**src/rtl/img_xform_responder.sv**
```systemverilog
// img_xform_responder
//   Responder behind the image-transform test interface. It holds a DEPTH-word image buffer,
//   with DW/PIX_W pixels packed into each word. It serves WRITE/READ, and it runs whole-buffer
//   transforms (INVERT, MIRROR, CLEAR) at one word per cycle. When a transform finishes it raises
//   done_int, which stays high until the bench returns int_ack.
//
//   Optional feature: define IMG_XFORM_STATUS_EN to add a saturating drop counter and a STATUS
//   opcode (6).
//
//   Ports
//     clk       in   1    clock; all logic on posedge
//     rst       in   1    synchronous active-high reset; buffer contents are retained
//     addr      in   AW   word address for WRITE/READ
//     wdata     in   DW   write data
//     op        in   4    command, sampled every cycle
//     int_ack   in   1    acknowledges done_int
//     rdata     out  DW   registered read data
//     done_int  out  1    registered level interrupt: transform complete
module img_xform_responder #(
  parameter int unsigned AW    = 6,
  parameter int unsigned DW    = 32,
  parameter int unsigned PIX_W = 8
) (
  input  logic          clk,
  input  logic          rst,
  input  logic [AW-1:0] addr,
  input  logic [DW-1:0] wdata,
  input  logic [3:0]    op,
  input  logic          int_ack,
  output logic [DW-1:0] rdata,
  output logic          done_int
);

  localparam int unsigned DEPTH = 2 ** AW;
  localparam int unsigned NPIX  = DW / PIX_W;

  localparam logic [3:0] OpWrite  = 4'd1;
  localparam logic [3:0] OpRead   = 4'd2;
  localparam logic [3:0] OpInvert = 4'd3;
  localparam logic [3:0] OpMirror = 4'd4;
  localparam logic [3:0] OpClear  = 4'd5;
`ifdef IMG_XFORM_STATUS_EN
  localparam logic [3:0] OpStatus = 4'd6;
`endif

  typedef enum logic [1:0] {StIdle, StRun, StDone} state_e;
  typedef enum logic [1:0] {XfInvert, XfMirror, XfClear} xf_e;

  state_e        state_q, state_d;
  xf_e           xf_q, xf_d;
  logic [AW-1:0] ptr_q, ptr_d;
  logic          done_d;
  logic [DW-1:0] rdata_d;

  logic [DW-1:0] mem [DEPTH];
  logic          mem_we;
  logic [AW-1:0] mem_waddr;
  logic [DW-1:0] mem_wdata;

  function automatic logic [DW-1:0] mirror_word(input logic [DW-1:0] w);
    logic [DW-1:0] r;
    r = '0;
    for (int unsigned i = 0; i < NPIX; i++) begin
      r[i*PIX_W +: PIX_W] = w[(NPIX-1-i)*PIX_W +: PIX_W];
    end
    return r;
  endfunction

  // Inverting every pixel, (2**PIX_W-1)-p, is the same as a bitwise NOT of the whole word.
  function automatic logic [DW-1:0] xform(input xf_e kind, input logic [DW-1:0] w);
    logic [DW-1:0] r;
    case (kind)
      XfInvert: r = ~w;
      XfMirror: r = mirror_word(w);
      default:  r = '0;
    endcase
    return r;
  endfunction

`ifdef IMG_XFORM_STATUS_EN
  logic [7:0] drop_cnt_q, drop_cnt_d;
  logic       drop;
  logic       is_start;

  assign is_start = (op == OpInvert) || (op == OpMirror) || (op == OpClear);
  // STATUS is accepted even in RUN, so it never counts as a drop.
  assign drop = ((state_q == StRun) && (is_start || op == OpWrite || op == OpRead)) ||
                ((state_q == StDone) && is_start);
  assign drop_cnt_d = (drop && drop_cnt_q != 8'hFF) ? drop_cnt_q + 8'd1 : drop_cnt_q;
`endif

  always_comb begin
    state_d   = state_q;
    xf_d      = xf_q;
    ptr_d     = ptr_q;
    done_d    = done_int;
    rdata_d   = rdata;
    mem_we    = 1'b0;
    mem_waddr = addr;
    mem_wdata = wdata;
    unique case (state_q)
      StIdle: begin
        case (op)
          OpWrite:  mem_we = 1'b1;
          OpRead:   rdata_d = mem[addr];
          OpInvert: begin xf_d = XfInvert; ptr_d = '0; state_d = StRun; end
          OpMirror: begin xf_d = XfMirror; ptr_d = '0; state_d = StRun; end
          OpClear:  begin xf_d = XfClear;  ptr_d = '0; state_d = StRun; end
          default: ;
        endcase
      end
      StRun: begin
        mem_we    = 1'b1;
        mem_waddr = ptr_q;
        mem_wdata = xform(xf_q, mem[ptr_q]);
        ptr_d     = ptr_q + 1'b1;
        if (ptr_q == {AW{1'b1}}) begin
          state_d = StDone;
          done_d  = 1'b1;
        end
      end
      StDone: begin
        // START ops are dropped here simply by not being decoded.
        case (op)
          OpWrite: mem_we = 1'b1;
          OpRead:  rdata_d = mem[addr];
          default: ;
        endcase
        if (int_ack) begin
          state_d = StIdle;
          done_d  = 1'b0;
        end
      end
      default: state_d = StIdle;
    endcase
`ifdef IMG_XFORM_STATUS_EN
    if (op == OpStatus) begin
      rdata_d = '0;
      rdata_d[DW-1] = (state_q == StRun);
      rdata_d[DW-2] = done_int;
      rdata_d[7:0]  = drop_cnt_q;
    end
`endif
  end

  always_ff @(posedge clk) begin
    if (rst) begin
      state_q  <= StIdle;
      xf_q     <= XfInvert;
      ptr_q    <= '0;
      done_int <= 1'b0;
      rdata    <= '0;
`ifdef IMG_XFORM_STATUS_EN
      drop_cnt_q <= '0;
`endif
    end else begin
      state_q  <= state_d;
      xf_q     <= xf_d;
      ptr_q    <= ptr_d;
      done_int <= done_d;
      rdata    <= rdata_d;
`ifdef IMG_XFORM_STATUS_EN
      drop_cnt_q <= drop_cnt_d;
`endif
    end
  end

  // Buffer is never reset, and a reset edge must not commit a write or a transform step.
  always_ff @(posedge clk) begin
    if (mem_we && !rst) begin
      mem[mem_waddr] <= mem_wdata;
    end
  end

endmodule

```
**config.mk**
```make
export PLATFORM = sky130hd
export DESIGN_NAME = img_xform_responder
export DESIGN_NICKNAME = d
export VERILOG_FILES = /design/src/rtl/img_xform_responder.sv
export SDC_FILE = /design/constraint.sdc
export NUM_CORES = 2
export LEC_CHECK = 0
export CORE_MARGIN = 2
export CORE_UTILIZATION = 50
export CTS_CLUSTER_DIAMETER = 40
export CTS_CLUSTER_SIZE = 28
export DETAILED_ROUTE_END_ITERATION = 12
export PLACE_DENSITY = 0.68
export SYNTH_ARGS = -nofsm -noshare
export SYNTH_HDL_FRONTEND = slang
export SYNTH_SLANG_ARGS = --single-unit
```
**constraint.sdc**
```tcl
create_clock -name clk -period 5.1 [get_ports clk]
set_clock_uncertainty 0.1 [all_clocks]
set_input_delay 0.765 -clock clk [delete_from_list [all_inputs] [get_ports clk]]
set_output_delay 0.765 -clock clk [all_outputs]
set_load 0.005 [all_outputs]
```
==> results.yml <==
yosys:
  netlist_area_um2: 96700
  syn_nets: 4741
  synth.top_cells.by_area: "edfxtp_1 (64%), mux4_2 (25%), mux2i_1 (2.6%)"
  synth_xor_area_share_pct: 0
  ys.flop_type: "edfxtp_1"
  netlist.area_leader.share_pct: 63.6
  synthTopCellsByCount: "edfxtp_1 (2048), mux4_2 (1058), mux2i_1 (254)"
  muxShareOfSynthArea_pct: 27.9
  synth.distinct_cells: 58
  synth-simple-area-share_pct: 1.76
  synth-edff-count: 2048
  synthAdderAreaFrac_pct: 0.0129
  synth_compound_area_share_pct: 3.66
  synth-seq-area-share_pct: 64.6
  async_flop_share_pct: 0
  syn_inst: 4695
  synth.most_common_cell: "edfxtp_1"
  post-synth-top-area-cell: "edfxtp_1"
  yosys_register_bits: 2097
  synth_top_family_by_area: "multiplexers"
  ys.warnings.count: 0
  syn_area_per_cell_um2: 20.6
routing:
  ant_nets: 0
  wire_per_inst_um: 41.2
  vias: 56100
  dr.pass1.iters: 7
  drt-total-wl_um: 319000
  drc: 0
  drt-vias-per-instance: 7.26
  first_iter_violations: 8031
clock_network:
  cts.clk_slew.worst_paths_ns: 0.06
  cts_sinks: 2097
  clk_path_buf_depth: 4
  clk_latency_ns: 0.95
  cts_buffers: 301
  cts_tree: "yes"
  postCtsResizedCells: 0
  post_cts_buffers: 0
  cts_hold_buffers: 0
  root_buffer: "clkbuf_16"
  htree_levels: 5
grt:
  grt_pass1_vias: 56300
  track_usage_pct: 32.5
  grt_max_degree: 93
  grt_pass1_wl_um: 442000
  antenna_found_initial: 12
  gr-total-overflow: 0
hold_path:
  hp-class: "reg -> reg"
sta:
  post-route-period-util_pct: 99.3
  fin_hold_ws_ns: 0.385
  finalHoldViolCount: 0
  max_freq_mhz: 198
  rsz0062_at_grt: "no"
  fin_crit_ns: 5.06
  tns_ns: 0
  setup_viol: 0
  worstMarginPinSlew_ns: 1.31
  fin_ws_ns: 0.0375
  max-slew-margin-rel_pct: 11.9
  final-max-slew-violation-count: 0
worst_setup_path:
  crit_path_max_incr_delay_ns: 1.10
  cp-start-kind: "flip-flop"
  reg2reg_setup_slack_ns: 0.04
  slowest_stage: "nor4_1"
  crit_top_cell: "buf_4"
  crit_type: "reg -> reg"
  path_max_fanout: 64
  arrival_ns: 5.56
  endpoint: "mem[15][7]"
  reg2reg_to: "mem[15][7]"
  rr_worst_depth: 9
  cp_cell_sequence: "buf_4 > nor2b_4 > buf_4 > nand2_1 > nand3_1 > nand2_1 > nor4_1 > a221o_2 > buf_4"
  critical_path_required_ns: 5.59
  endpoint_kind: "flip-flop"
placement:
  dp_hpwl_um: 188000
  place.gp.congestion: 0.899
  pre_cts_ws_ns: 0.335
  io_buffers: 77
floorplan:
  coreArea_um2: 192000
  ioPinCount: 78
  num_rows: 161
  initial_utilization_pct: 50.3
  die_h_um: 444
  die-area_um2: 197000
  die_x_um: 444
power:
  ir_drop_uv: 291
  p_leak_nw: 34.5
  power_density_nw_per_um2: 378
flow_run:
  cap_violations: 0
finish:
  fillCellCount: 13600
  syn2layout_area_growth_pct: 16.1
  nNetsFinal: 5032
  drive_gt1_share_pct: 38.2
outcome:
  status: "finished clean"
kinds of logic (layout without fill, tap and decap cells):
logic type	Yosys count	count (layout)
AO/OA/AOI/OAI	490	490
adder cells (fa/ha/maj)	1	1
other	0	2
multiplexers	1364	1364
flip-flops	2097	2097
AND/OR/NAND/NOR	364	364
buffers and inverters	379	890
registers in the layout, indices dropped and copies added (netlist names), named ones only:
register	cells
mem	2048
done_int	1
ptr_q	6
state_q	2
xf_q	2
rdata	32
placed cells by master (no fill, tap or decap), types with 41 or more instances in the layout:
cell	instances
inv_6	47
dfxtp_1	45
mux4_2	1058
clkbuf_16	305
o221ai_1	93
clkdlybuf4s50_1	71
a22oi_1	82
buf_12	90
nand2_1	114
nand3_1	41
mux2i_1	254
mux2_2	52
edfxtp_1	2048
a21oi_1	89
buf_4	198
nor2_4	66
a22o_1	46
power breakdown:
part           leakage, nW  switching [W]  total [W]  internal, W
clock network         4.74        0.00809     0.0204       0.0123
logic                 10.9        0.00166    0.00279      0.00112
registers             18.8      0.0000363     0.0192       0.0192
layer usage:
layer / GRT usage [%] / share of wire (%)
met2: 49.1 / 46
met1: 42.7 / 35
met3: 7.68 / 12
met5: 0 / 0.025
met4: 21.1 / 7.5
metrics by stage:
step                util [%]  instances  power [W]  area (um2)
floorplan                  -       4695     0.0214       96700
global placement        53.3       7208     0.0223      102000
detailed placement      53.3       7209     0.0224      103000
CTS                     58.4       7732     0.0425      112000
global route            58.4       7732     0.0434      112000
finish                  58.4       7734     0.0424      112000
worst min path at each step:
stage                   start         to  slack [ns]  cells after the start
detailed placement  rdata[29]  rdata[29]        0.38                      1
global placement     done_int   done_int        0.37                      2
finish               done_int   done_int        0.38                      2
CTS                   addr[4]  rdata[14]        0.36                      4
global route          addr[4]  rdata[14]        0.37                      3
floorplan            done_int   done_int        0.35                      2
worst max-delay path, delay by kind of cell, from the launching register on:
| family | cells | cell delay (ns) |
|---|---|---|
| simple gates | 5 | 1.96 |
| flops | 1 | 0.53 |
| buf+inv | 3 | 1.61 |
| compound gates | 1 | 0.31 |
layout make-up:
cell class / count / area, um2 / share of cell area [%]
clock buffers: 335 / 7830 / 6.97
clock inverters: 188 / 1950 / 1.74
repair buffers: 363 / 4060 / 3.61
flip-flops and latches: 2097 / 62500 / 55.6
well taps: 2526 / 3160 / 2.81
inverters: 4 / 17.5 / 0.0156
diodes: 2 / 5.00 / 0.00446
multi-input cells: 2219 / 32800 / 29.2
Note: power is estimated with default switching activity, not from simulation.
